File: config.mk
export PLATFORM = sky130hd
export DESIGN_NAME = mc_sequencer
export DESIGN_NICKNAME = d
export VERILOG_FILES = /design/src/rtl/mc_ctrl_pkg.sv /design/src/rtl/mc_op_decode.sv /design/src/rtl/mc_sequencer.sv
export SDC_FILE = /design/constraint.sdc
export NUM_CORES = 1
export LEC_CHECK = 0
export CAP_MARGIN = 15
export CORE_MARGIN = 5
export CORE_UTILIZATION = 30
export CTS_BUF_LIST = sky130_fd_sc_hd__clkbuf_8
export DETAILED_ROUTE_END_ITERATION = 8
export PLACE_DENSITY = 0.66
export SLEW_MARGIN = 25
export SYNTH_ARGS = -nofsm -noshare
export SYNTH_HDL_FRONTEND = slang
export SYNTH_HIERARCHICAL = 1
export SYNTH_SLANG_ARGS = --single-unit
File: constraint.sdc
create_clock -name Clk -period 3.1 [get_ports Clk]
set_clock_uncertainty 0.05 [all_clocks]
set_input_delay 0.31 -clock Clk [delete_from_list [all_inputs] [get_ports Clk]]
set_output_delay 0.31 -clock Clk [all_outputs]
set_load 0.02 [all_outputs]
File: src/rtl/mc_ctrl_pkg.sv
// Shared encodings for the multi-cycle MIPS control sequencer.
// Latency: n/a (types and constants only).
// Backpressure: n/a.
package mc_ctrl_pkg;

    // Registered 3-bit sequencer state.
    typedef enum logic [2:0] {
        ST_IDLE   = 3'd0,
        ST_FETCH  = 3'd1,
        ST_DECODE = 3'd2,
        ST_EXEC   = 3'd3,
        ST_MEM    = 3'd4,
        ST_WB     = 3'd5,
        ST_HALT   = 3'd6
    } state_t;

    // Opcode field values understood by the sequencer.
    localparam logic [5:0] OP_ADD = 6'd1;
    localparam logic [5:0] OP_SUB = 6'd3;
    localparam logic [5:0] OP_AND = 6'd5;
    localparam logic [5:0] OP_OR  = 6'd7;
    localparam logic [5:0] OP_LW  = 6'd4;
    localparam logic [5:0] OP_SW  = 6'd2;

    // ALUOp codes presented to the datapath ALU.
    localparam logic [1:0] ALUOP_AND = 2'd0;
    localparam logic [1:0] ALUOP_OR  = 2'd1;
    localparam logic [1:0] ALUOP_ADD = 2'd2;
    localparam logic [1:0] ALUOP_SUB = 2'd3;

    // Opcode decode result.
    typedef struct packed {
        logic       legal;
        logic       is_rtype;
        logic       is_load;
        logic       is_store;
        logic [1:0] alu_op;
    } op_dec_t;

endpackage

File: src/rtl/mc_op_decode.sv
// Opcode classifier: legality, instruction class and ALUOp.
// Latency: purely combinational.
// Backpressure: none.
module mc_op_decode
    import mc_ctrl_pkg::*;
(
    input  logic [5:0] opcode,
    output op_dec_t    dec
);

    // Map each known opcode to its class and ALU operation; unknown stays illegal.
    always_comb begin
        dec = '0;
        case (opcode)
            OP_ADD: begin dec.legal = 1'b1; dec.is_rtype = 1'b1; dec.alu_op = ALUOP_ADD; end
            OP_SUB: begin dec.legal = 1'b1; dec.is_rtype = 1'b1; dec.alu_op = ALUOP_SUB; end
            OP_AND: begin dec.legal = 1'b1; dec.is_rtype = 1'b1; dec.alu_op = ALUOP_AND; end
            OP_OR:  begin dec.legal = 1'b1; dec.is_rtype = 1'b1; dec.alu_op = ALUOP_OR;  end
            OP_LW:  begin dec.legal = 1'b1; dec.is_load  = 1'b1; dec.alu_op = ALUOP_ADD; end
            OP_SW:  begin dec.legal = 1'b1; dec.is_store = 1'b1; dec.alu_op = ALUOP_ADD; end
            default: dec = '0;
        endcase
    end

endmodule

File: src/rtl/mc_sequencer.sv
// Multi-cycle MIPS control FSM (FETCH/DECODE/EXEC/MEM/WB) sharing one memory port; optional perf counters via MC_SEQ_PERF_EN.
// Latency: R-type and store 4 cycles, load 5 cycles with MemReady high; each MemReady-low cycle adds one.
// Backpressure: FETCH/MEM hold their request until MemReady; MEM_WAIT_MAX consecutive waits halt with MemTimeout.
module mc_sequencer
    import mc_ctrl_pkg::*;
#(
    parameter int unsigned MEM_WAIT_MAX = 15,
    parameter int unsigned CNT_W        = 32
) (
    input  logic             Clk,
    input  logic             Reset,
    input  logic             Run,
    input  logic [5:0]       Opcode,
    input  logic             MemReady,
    output logic             IorD,
    output logic             MemRead,
    output logic             MemWrite,
    output logic             IRWrite,
    output logic             PCWrite,
    output logic             RegDst,
    output logic             ALUSrc,
    output logic [1:0]       ALUOp,
    output logic             MemToReg,
    output logic             RegWrite,
    output logic             IllegalOp,
    output logic             MemTimeout,
    output logic             Busy,
    output logic [CNT_W-1:0] InstrCount,
    output logic [CNT_W-1:0] CycleCount
);

    // Wait counter just wide enough to reach MEM_WAIT_MAX.
    localparam int WCW = (MEM_WAIT_MAX < 2) ? 1 : $clog2(MEM_WAIT_MAX + 1);
    localparam logic [WCW:0] WAIT_LIM = (WCW + 1)'(MEM_WAIT_MAX);
    localparam logic [WCW:0] WAIT_ONE = (WCW + 1)'(1);

    state_t         state_q, state_d;
    logic [5:0]     opcode_q, opcode_d;
    logic [WCW-1:0] wait_cnt_q, wait_cnt_d;
    logic           illegal_q, illegal_d;
    logic           timeout_q, timeout_d;

    logic [WCW:0]   wait_inc;
    logic           wait_expired;
    logic [5:0]     dec_opcode;
    op_dec_t        dec;
    logic           busy;

    // In DECODE the live opcode is judged; afterwards the latched copy drives the strobes.
    assign dec_opcode = (state_q == ST_DECODE) ? Opcode : opcode_q;

    mc_op_decode u_op_decode (
        .opcode (dec_opcode),
        .dec    (dec)
    );

    // This wait cycle would be the MEM_WAIT_MAX-th consecutive one (never when the limit is 0).
    assign wait_inc     = {1'b0, wait_cnt_q} + WAIT_ONE;
    assign wait_expired = (MEM_WAIT_MAX != 0) && (wait_inc == WAIT_LIM);
    assign busy         = (state_q != ST_IDLE) && (state_q != ST_HALT);

    // State, latched opcode, wait counter and sticky flags; Reset beats everything.
    always_ff @(posedge Clk) begin
        if (Reset) begin
            state_q    <= ST_IDLE;
            opcode_q   <= '0;
            wait_cnt_q <= '0;
            illegal_q  <= 1'b0;
            timeout_q  <= 1'b0;
        end else begin
            state_q    <= state_d;
            opcode_q   <= opcode_d;
            wait_cnt_q <= wait_cnt_d;
            illegal_q  <= illegal_d;
            timeout_q  <= timeout_d;
        end
    end

    // Next state and per-state datapath strobes.
    always_comb begin
        state_d    = state_q;
        opcode_d   = opcode_q;
        wait_cnt_d = '0;
        illegal_d  = illegal_q;
        timeout_d  = timeout_q;
        IorD       = 1'b0;
        MemRead    = 1'b0;
        MemWrite   = 1'b0;
        IRWrite    = 1'b0;
        PCWrite    = 1'b0;
        RegDst     = 1'b0;
        ALUSrc     = 1'b0;
        ALUOp      = ALUOP_AND;
        MemToReg   = 1'b0;
        RegWrite   = 1'b0;
        case (state_q)
            ST_IDLE: begin
                if (Run) state_d = ST_FETCH;
            end
            ST_FETCH: begin
                MemRead = 1'b1;
                if (MemReady) begin
                    IRWrite = 1'b1;
                    PCWrite = 1'b1;
                    state_d = ST_DECODE;
                end else if (wait_expired) begin
                    timeout_d = 1'b1;
                    state_d   = ST_HALT;
                end else begin
                    wait_cnt_d = wait_inc[WCW-1:0];
                end
            end
            ST_DECODE: begin
                opcode_d = Opcode;
                if (dec.legal) begin
                    state_d = ST_EXEC;
                end else begin
                    illegal_d = 1'b1;
                    state_d   = ST_HALT;
                end
            end
            ST_EXEC: begin
                ALUOp   = dec.alu_op;
                ALUSrc  = dec.is_load | dec.is_store;
                state_d = (dec.is_load | dec.is_store) ? ST_MEM : ST_WB;
            end
            ST_MEM: begin
                IorD     = 1'b1;
                ALUSrc   = 1'b1;
                ALUOp    = ALUOP_ADD;
                MemRead  = dec.is_load;
                MemWrite = dec.is_store;
                if (MemReady) begin
                    if (dec.is_load) state_d = ST_WB;
                    else             state_d = Run ? ST_FETCH : ST_IDLE;
                end else if (wait_expired) begin
                    timeout_d = 1'b1;
                    state_d   = ST_HALT;
                end else begin
                    wait_cnt_d = wait_inc[WCW-1:0];
                end
            end
            ST_WB: begin
                // ALU controls stay as in EXEC so the result is stable while it is written.
                RegWrite = 1'b1;
                RegDst   = dec.is_rtype;
                MemToReg = dec.is_load;
                ALUOp    = dec.alu_op;
                ALUSrc   = dec.is_load | dec.is_store;
                state_d  = Run ? ST_FETCH : ST_IDLE;
            end
            ST_HALT: begin
                state_d = ST_HALT;
            end
            default: begin
                state_d = ST_IDLE;
            end
        endcase
    end

    assign IllegalOp  = illegal_q;
    assign MemTimeout = timeout_q;
    assign Busy       = busy;

`ifdef MC_SEQ_PERF_EN
    localparam logic [CNT_W-1:0] CNT_ONE = CNT_W'(1);

    logic [CNT_W-1:0] instr_cnt_q, instr_cnt_d;
    logic [CNT_W-1:0] cycle_cnt_q, cycle_cnt_d;
    logic             instr_ret;

    // An instruction retires when WB is left or a store's memory access completes.
    always_comb begin
        instr_ret   = (state_q == ST_WB) || ((state_q == ST_MEM) && dec.is_store && MemReady);
        instr_cnt_d = instr_ret ? (instr_cnt_q + CNT_ONE) : instr_cnt_q;
        cycle_cnt_d = busy ? (cycle_cnt_q + CNT_ONE) : cycle_cnt_q;
    end

    // Free-running, wrapping performance counters.
    always_ff @(posedge Clk) begin
        if (Reset) begin
            instr_cnt_q <= '0;
            cycle_cnt_q <= '0;
        end else begin
            instr_cnt_q <= instr_cnt_d;
            cycle_cnt_q <= cycle_cnt_d;
        end
    end

    assign InstrCount = instr_cnt_q;
    assign CycleCount = cycle_cnt_q;
`else
    assign InstrCount = '0;
    assign CycleCount = '0;
`endif

endmodule

==> impl_metrics.tcl, run 1 <==
set metrics [dict create \
    status "completed" \
    setup_slack_ns 0.1659 \
    core_area_mm2 0.004755 \
    synthCells 176 \
    cpMostUsedCell "buf_4" \
    crit_buf_inv 4 \
    crit_chain "inv_1 > nor3_4 > buf_4 > buf_4 > mux2_4 > or3_1 > and3_1 > or2b_1 > a32o_1 > clkbuf_2" \
    cts_tree "yes" \
    overflow 0 \
    grt_usage_pct 8.191 \
    start_util_pct 30.92 \
    dpl.hpwl_um 2286 \
    synth.avg_cell_area_um2 8.353 \
    die_area_mm2 0.006401 \
    cts_buffers 3 \
    fillers 516 \
    crit_path_end_kind "output port" \
    num_antenna_cells 0 \
    synth_area_mm2 0.001470 \
    die_h_um 80.01 \
    highest_layer "met3" \
    die_w_um 80.01 \
    min_period_ns 2.934 \
    clock.fmax_ghz 0.3408 \
    ir_drop_uv 229.4 \
    met1_length_um 1304 \
    rsz0062_at_grt "false" \
    start_kind "flip-flop" \
    power_density_mw_per_mm2 374.6 \
    dp_worst_setup_slack_ns 0.06158 \
    antenna_found_initial 0 \
    drt_iter0_drc 35 \
    cp_max_fo 7 \
    firstDrtPassIters 4 \
    fin_setup_tns_ns 0 \
    min_path_type "flip-flop to flip-flop" \
    yosysWarnings 6 \
    p_int_w 0.0003777 \
    cts_root_buf "clkbuf_8" \
    arrival_ns 2.57 \
    drv_cap 0 \
    crit_required_ns 2.74 \
    slowest_delay_ns 0.34 \
    clk_path_buf_depth 2 \
    ioPinCount 88 \
    wl_met3_um 310 \
    pwr-share-seq_pct 34.2 \
    ant_nets 0 \
    comb_power_share_pct 41.0 \
    htreeDepth 1 \
    worst_slew_pin_slew_ns 0.5949 \
    hold_violations 0 \
    final_common_cell "conb_1" \
    mostFrequentLayoutCells "conb_1, clkdlybuf4s50_1, dfxtp_1" \
    leakage_nw 0.8010 \
    met2_length_um 1271 \
    area_growth_pct 10.64 \
    clkPwrFrac_pct 24.9 \
    sw_frac_of_total_pct 38.01 \
    wl_per_cell_um 10.53 \
    p_total_w 0.0006092 \
    avgViaCountPerCell 3.964 \
    num_vias 1086 \
    port_buffers 23 \
    path_delay_family "simple AND/OR/NAND/NOR gates" \
    grt_pass1_wl_um 4284 \
    hold_buffers 0 \
    rows 25 \
    drt_wl_total_um 2886 \
    layout-drive-gt1-share_pct 14.98 \
    routabilityCongestion 0.8101 \
    ys_seq_area_share_pct 20.43 \
    grt_max_degree 19 \
    insertion_delay_ns 0.24 \
    slew_violations 0 \
    period_share_pct 94.65 \
    ff2ff_setup_slack_ns 0.70 \
    critPathSlowestCell "or3_1" \
    setup_violations 0 \
    critPathKind "flip-flop to output port" \
    slew_headroom_pct 59.71 \
    remaining_drc_errors 0 \
    grt_pass1_vias 970 \
    num-nets-final 220 \
    clock-sinks 15 \
    clk_pin_slew_worst_paths_ns 0.06 \
    ys_ff_latch 15 \
    switching_power_w 0.0002316 \
    synth.distinct_cells 47 \
]
cell type report:
type / instances / area, µm² / share of cell area [%]
Clock buffer: 3 / 41.29 / 2.538
Clock inverter: 1 / 5.005 / 0.3077
Inverter: 6 / 22.52 / 1.385
Multi-Input combinational cell: 149 / 874.6 / 53.77
Sequential cell: 15 / 300.3 / 18.46
Tap cell: 67 / 83.83 / 5.154
Timing Repair Buffer: 33 / 299.0 / 18.38
path summary, 6_finish.rpt:
path / end / cells after the start / start
max: ALUOp[1] / 10 / state_q[1]
min: wait_cnt_q[0] / 1 / wait_cnt_q[0]
max reg2reg: state_q[0] / 10 / state_q[1]
min reg2reg: wait_cnt_q[0] / 1 / wait_cnt_q[0]
power groups by stage:
stage	sequential [W]	clock, W	combinational, W
floorplan	0.000212	0	0.000248
global route	0.000210	0.000167	0.000271
global placement	0.000213	0	0.000237
detailed placement	0.000213	0	0.000239
finish	0.000208	0.000151	0.000250
CTS	0.000208	0.000158	0.000243
timing repair:
action | 4_1_cts | 5_1_grt
setup buffers | 3 | 2
endpoints found under the hold margin | 0 | 0
resized for setup | 5 | 7
pin swaps | 1 | 1
endpoints found under the setup margin | 4 | 5
cells by family (layout without fill, tap and decap cells):
family,Yosys count,after routing,synth area share (%)
xor gates and xnor gates,5,5,2.979
buffers and inverters,75,43,36.85
other,1,64,0.2551
AOI/OAI and AO/OA,24,24,12.60
and+or+nand+nor,48,48,20.60
muxes,6,6,4.595
DFF,15,15,20.43
adders and majority gates,2,2,1.702
through the flow:
| step | instance area (µm²) | cells | utilization [%] | hold WS, ns |
|---|---|---|---|---|
| 2_1_floorplan | 1707 | 239 | - | 0.3324 |
| 3_3_place_gp | 1539 | 265 | 32.37 | 0.4087 |
| 3_5_place_dp | 1539 | 265 | 32.37 | 0.4165 |
| 4_1_cts | 1612 | 272 | 33.89 | 0.4296 |
| 5_1_grt | 1627 | 274 | 34.21 | 0.4496 |
| 6_report | 1627 | 274 | 34.21 | 0.4223 |
routing by layer:
| metal | GRT usage [%] | up-vias |
|---|---|---|
| li1 | - | 532 |
| met1 | 11.04 | 499 |
| met2 | 13.08 | 55 |
| met3 | 2.935 | 0 |
| met4 | 0.5068 | 0 |
| met5 | 0 | - |
Yosys cell counts (all sizes together):
library cell / number / area (µm²)
buf: 68 / 515.5
dfxtp: 15 / 300.3
nor2: 9 / 36.29
and2: 8 / 50.05
inv: 6 / 22.52
mux2: 6 / 67.56
nand2: 6 / 22.52
and3: 4 / 26.28
nor3: 4 / 36.29
a21oi: 3 / 15.01
a22o: 3 / 26.28
nor2b: 3 / 18.77
o31ai: 3 / 22.52
or3: 3 / 18.77
xor2: 3 / 26.28
and4bb: 2 / 25.02
ha: 2 / 25.02
o21a: 2 / 15.01
o21ai: 2 / 10.01
o22ai: 2 / 12.51
o311ai: 2 / 17.52
o31a: 2 / 17.52
or4: 2 / 18.77
xnor2: 2 / 17.52
a22oi: 1 / 7.510
a32o: 1 / 10.01
clkbuf: 1 / 3.750
conb: 1 / 3.750
nand2b: 1 / 6.260
nand3: 1 / 5.000
nand3b: 1 / 7.510
nand4b: 1 / 8.760
nor4: 1 / 6.260
nor4b: 1 / 8.760
o211a: 1 / 10.01
o211ai: 1 / 12.51
o221ai: 1 / 8.760
or2b: 1 / 7.510
state kept, by name (all words and copies together) (netlist names):
register,flops
state_q,3
wait_cnt_q,4
IllegalOp,1
MemTimeout,1
opcode_q,6
No activity file was read; power rests on OpenSTA's default activity.
==> inputs of run 2 (changes only) <==
--- a/config.mk
+++ b/config.mk
@@ -10,6 +10,7 @@
 export CORE_UTILIZATION = 30
 export CTS_BUF_LIST = sky130_fd_sc_hd__clkbuf_8
 export DETAILED_ROUTE_END_ITERATION = 8
+export GPL_TIMING_DRIVEN = 0
 export PLACE_DENSITY = 0.66
 export SLEW_MARGIN = 25
 export SYNTH_ARGS = -nofsm -noshare
==> run 2 against run 1 <==
  * Via count increased by 13%
  * Non-clock buffer count increased by 62
  * Global-route usage increased by 0.96 points
  * Critical path type unchanged
  * Sequential share of layout area decreased by 4.0 points
  * Wire length increased by 11%
  * Clock power increased by 4%
  * Maximum frequency decreased by 2.3%
  * Die area unchanged
  * Critical endpoint unchanged
  * Sequential power about the same
==> impl_metrics.tcl, run 2 (synthesis gave the netlist of run 1 again) <==
set metrics [dict create \
    setup_violations 0 \
    fillers 516 \
    hold_violations 0 \
    crit_path_end_kind "output port" \
    multiInputGateArea_um2 874.6 \
    worst_slew_pin_slew_ns 0.5394 \
    power_density_mw_per_mm2 325.5 \
    grt_usage_pct 9.148 \
    clock-sinks 15 \
    final_common_cell "buf_4" \
    port_buffers 23 \
    layout-drive-gt1-share_pct 35.32 \
    wl_per_cell_um 9.503 \
    cpMostUsedCell "buf_4" \
    num_vias 1228 \
    dpl-instance-area_mm2 0.002021 \
    regMostFlops "opcode_q" \
    start_kind "flip-flop" \
    comb_power_share_pct 46.3 \
    critPathSlowestCell "mux2_2" \
    overflow 0 \
    clkPwrFrac_pct 23.2 \
    drt_iter0_drc 67 \
    cts_root_buf "clkbuf_8" \
    area_growth_pct 41.96 \
    htreeDepth 1 \
    die_w_um 80.01 \
    start_util_pct 30.92 \
    grt_pass1_vias 1039 \
    cts_buffers 3 \
    avgViaCountPerCell 3.655 \
    leakage_nw 1.124 \
    finalInstanceArea_mm2 0.002087 \
    die_h_um 80.01 \
    hold_buffers 0 \
    rows 25 \
    largest_register_ffs 6 \
    crit_required_ns 2.74 \
    whs_ns 0.4359 \
    firstDrtPassIters 4 \
    switching_power_w 0.0002477 \
    cts_tree "yes" \
    crit_buf_inv 4 \
    mostFrequentLayoutCells "buf_4, conb_1, clkdlybuf4s50_1" \
    grt_pass1_wl_um 4726 \
    critPathKind "flip-flop to output port" \
    grt_max_degree 11 \
    period_share_pct 96.86 \
    arrival_ns 2.64 \
    ff2ff_setup_slack_ns 0.67 \
    regArea_um2 301.5 \
    cp_max_fo 10 \
    clock.fmax_ghz 0.3331 \
    routabilityCongestion 0.7761 \
    pwr-share-seq_pct 30.6 \
    slowest_delay_ns 0.38 \
    slew_violations 0 \
    p_int_w 0.0004316 \
    min_path_type "flip-flop to flip-flop" \
    ant_nets 0 \
    drv_cap 0 \
    die_area_mm2 0.006401 \
    clk_path_buf_depth 2 \
    clk_pin_slew_worst_paths_ns 0.06 \
    num_antenna_cells 0 \
    ioPinCount 88 \
    ir_drop_uv 272.7 \
    p_total_w 0.0006793 \
    drt_wl_total_um 3193 \
    insertion_delay_ns 0.25 \
    dpl.hpwl_um 2664 \
    remaining_drc_errors 0 \
    min_period_ns 3.003 \
    status "completed" \
    core_area_mm2 0.004755 \
    crit_chain "buf_6 > nor3_4 > buf_4 > buf_4 > mux2_2 > or3_1 > and3_1 > or2b_1 > a32o_1 > buf_2" \
    rsz0062_at_grt "true" \
    top_regs "opcode_q (6), wait_cnt_q (4), state_q (3)" \
    slew_headroom_pct 63.47 \
    path_delay_family "simple AND/OR/NAND/NOR gates" \
    antenna_found_initial 0 \
    sw_frac_of_total_pct 36.46 \
    num-nets-final 282 \
]
## run 2: area by class of cell
cell class                      count  area share, %
Inverter                            6          1.079
Tap cell                           67          4.017
Clock inverter                      1         0.2398
Sequential cell                    15          14.45
Multi-Input combinational cell    149          41.91
Clock buffer                        3          1.978
Buffer                             69          24.88
Timing Repair Buffer               26          11.45
## run 2: path summary, 6_finish.rpt
kind | start | endpoint | cells past startpoint
max | state_q[0] | ALUOp[1] | 10
min | wait_cnt_q[0] | wait_cnt_q[0] | 1
max reg2reg | state_q[0] | state_q[0] | 10
min reg2reg | wait_cnt_q[0] | wait_cnt_q[0] | 1
## run 2: power by group through the flow
stage | Clock [W] | Combinational, W | Sequential [W]
after CTS | 0.000162 | 0.000308 | 0.000208
after floorplan | 0 | 0.000248 | 0.000212
after global placement | 0 | 0.000303 | 0.000211
after detailed placement | 0 | 0.000305 | 0.000211
final | 0.000157 | 0.000314 | 0.000208
after global routing | 0.000175 | 0.000341 | 0.000209
## run 2: metal layers
layer | share of wire (%) | track usage, %
met3 | 9.9 | 3.950
met5 | 0 | 0
met4 | 0.38 | 1.520
met1 | 43 | 11.23
met2 | 47 | 14.98
## run 2: repair_timing
| item | 4_1_cts | 5_1_grt |
|---|---|---|
| gates resized for setup | 10 | 7 |
| pin swaps | 1 | 1 |
| setup endpoints to repair | 5 | 4 |
| buffers inserted | 2 | 1 |
## run 2: metrics by stage
step	std cells	TNS, ns	utilization, %	setup WS [ns]
6_report	336	0	43.89	0.09745
5_1_grt	336	-0.03342	43.89	-0.02832
4_1_cts	335	0	43.76	0.004841
3_5_place_dp	329	-0.1258	42.50	-0.1075
3_3_place_gp	329	-0.09573	42.50	-0.09573
2_1_floorplan	239	0	-	0.4489
==> inputs of run 3 (changes only) <==
--- a/config.mk
+++ b/config.mk
@@ -6,14 +6,16 @@
 export NUM_CORES = 1
 export LEC_CHECK = 0
 export CAP_MARGIN = 15
+export CELL_PAD_IN_SITES_DETAIL_PLACEMENT = 1
+export CELL_PAD_IN_SITES_GLOBAL_PLACEMENT = 1
 export CORE_MARGIN = 5
-export CORE_UTILIZATION = 30
+export CORE_UTILIZATION = 27
 export CTS_BUF_LIST = sky130_fd_sc_hd__clkbuf_8
 export DETAILED_ROUTE_END_ITERATION = 8
 export GPL_TIMING_DRIVEN = 0
-export PLACE_DENSITY = 0.66
+export PLACE_DENSITY = 0.83
+export SETUP_SLACK_MARGIN = 0.05
 export SLEW_MARGIN = 25
 export SYNTH_ARGS = -nofsm -noshare
 export SYNTH_HDL_FRONTEND = slang
-export SYNTH_HIERARCHICAL = 1
 export SYNTH_SLANG_ARGS = --single-unit
==> run 3 against run 2 <==
  * Sequential power about the same
  * Synthesized area up 2.7%
  * Wire length up 19%
  * Critical path type unchanged
  * Largest cell class unchanged
==> impl_metrics.tcl, run 3 <==
set metrics [dict create \
    hold_violations 0 \
    min_path_type "flip-flop to flip-flop" \
    met2_length_um 1982 \
    ant_nets 0 \
    core_area_mm2 0.005473 \
    crit_required_ns 2.74 \
    highest_layer "met3" \
    drt_wl_total_um 3805 \
    synth_common_cells "buf_4, dfxtp_1, nand2_1" \
    fin_util_pct 38.43 \
    avgViaCountPerCell 3.966 \
    clock.fmax_ghz 0.3666 \
    mostFrequentLayoutCells "buf_4, conb_1, clkdlybuf4s50_1" \
    num_vias 1416 \
    yosysWarnings 0 \
    die_area_mm2 0.007189 \
    met1_length_um 1498 \
    layout-drive-gt1-share_pct 26.67 \
    power_density_mw_per_mm2 288.8 \
    crit_path_end_kind "output port" \
    area_growth_pct 39.27 \
    synthFlopType "dfxtp_1" \
    status "completed" \
    firstDrtPassIters 4 \
    slowest_delay_ns 0.63 \
    synth-edff-count 0 \
    synth_area_mm2 0.001510 \
    remaining_drc_errors 0 \
    synth_top_area_share_pct 32.31 \
    cts_root_buf "clkbuf_8" \
    num-nets-final 298 \
    drt_iter0_drc 30 \
    largest_register_ffs 6 \
    postCtsSetupBuffers 0 \
    rows 27 \
    synth.most_common_cell "buf_4" \
    hold_buffers 0 \
    synth.distinct_cells 48 \
    path_delay_family "buffers and inverters" \
    grt_pass1_vias 1402 \
    wl_met3_um 324 \
    leakage_nw 1.037 \
    ir_drop_uv 125.3 \
    synth_async_sr_flop_share_pct 0 \
    port_buffers 22 \
    synthCells 196 \
    grt_max_degree 11 \
    drv_cap 0 \
    cts_buffers 3 \
    ys_seq_area_share_pct 19.88 \
    arrival_ns 2.37 \
    critPathKind "flip-flop to output port" \
    routabilityCongestion 0.8150 \
    yosysTopAreaCell "buf_4" \
    grt_pass1_wl_um 6375 \
    antenna_found_initial 0 \
    clock-sinks 15 \
    cts_tree "yes" \
    crit_buf_inv 2 \
    cp_max_fo 10 \
    htreeDepth 1 \
    rsz0062_at_grt "false" \
    final_common_cell "buf_4" \
    start_kind "flip-flop" \
    top_regs "opcode_q (6), wait_cnt_q (4), state_q (3)" \
    dpl.hpwl_um 3289 \
    die_h_um 84.79 \
    fin_setup_tns_ns 0 \
    grt_usage_pct 10.46 \
    wl_per_cell_um 10.66 \
    cts_resized 0 \
    clk_path_buf_depth 2 \
    regMostFlops "opcode_q" \
    slew_violations 0 \
    synth.avg_cell_area_um2 7.705 \
    insertion_delay_ns 0.25 \
    synth_area_leaders "buf_4, dfxtp_1, a21oi_1" \
    period_share_pct 88.00 \
    num_antenna_cells 0 \
    setup_violations 0 \
    crit_chain "buf_6 > nor3b_4 > mux2i_1 > nand2_1 > o22ai_1 > clkdlybuf4s50_1" \
    die_w_um 84.79 \
    min_period_ns 2.728 \
    ys_ff_latch 15 \
    clk_pin_slew_worst_paths_ns 0.07 \
    ioPinCount 88 \
    critPathSlowestCell "clkdlybuf4s50_1" \
    start_util_pct 27.59 \
    overflow 0 \
]
run 3: logic make-up (layout without fill, tap and decap cells):
kind of cell,count (synthesis),in the layout,share of synthesized area (%)
mux,1,1,0.6628
fa+ha+maj,2,2,1.657
buf+inv,79,105,36.37
simple gates,53,53,19.97
flops,15,15,19.88
compound gates,39,39,17.73
other cells,1,64,0.2483
xor+xnor,6,6,3.480
run 3: metrics by stage:
stage          hold slack (ns)  setup WS [ns]  cell area [µm²]  total power [W]  cells
3_5_place_dp            0.3982         0.3660             2057        0.0004433    353
6_report                0.4033         0.3720             2103        0.0006073    357
2_1_floorplan           0.3936          1.098             1747        0.0004010    259
4_1_cts                 0.4101         0.3443             2103        0.0006089    357
5_1_grt                 0.4454         0.1713             2103        0.0006429    357
3_3_place_gp            0.3862         0.4229             2057        0.0004406    353
run 3: report_power, final:
part | internal [W] | leakage (nW) | total, W | switching [W]
clock | 0.0000891 | 0.0255 | 0.000164 | 0.0000747
combinational | 0.0000993 | 0.890 | 0.000239 | 0.000139
sequential | 0.000198 | 0.121 | 0.000205 | 0.00000642
total | 0.000387 | 1.04 | 0.000607 | 0.000220
run 3: path summary, 6_finish.rpt:
check	from	end	slack [ns]	depth (start not counted)
hold / removal	MemTimeout	MemTimeout	0.40	2
hold reg to reg	MemTimeout	MemTimeout	0.40	2
setup / recovery	state_q[2]	ALUOp[1]	0.37	6
setup reg to reg	state_q[2]	state_q[0]	1.45	5
run 3: worst register-to-register path: stages, from the launching register on:
cell and delay [ns]:
dfxtp_1 0.32, buf_6 0.14, nor3b_4 0.44, nor3_4 0.09
a221o_1 0.39, a31oi_1 0.16
run 3: metal layers:
layer	vias to the layer above	track usage [%]
li1	717	-
met1	645	11.57
met2	54	19.72
met3	0	3.533
met4	0	1.295
met5	-	0
run 3: area by class of cell:
| class | count | area (µm²) |
|---|---|---|
| plain buffers | 71 | 519.2 |
| well taps | 72 | 90.09 |
| fillers | 726 | 3369 |
| flip-flops and latches | 15 | 300.3 |
| clock inverters | 1 | 5.005 |
| multi-input cells | 165 | 897.1 |
| inverters | 8 | 30.03 |
| clock buffers | 3 | 41.29 |
| repair buffers | 22 | 220.2 |
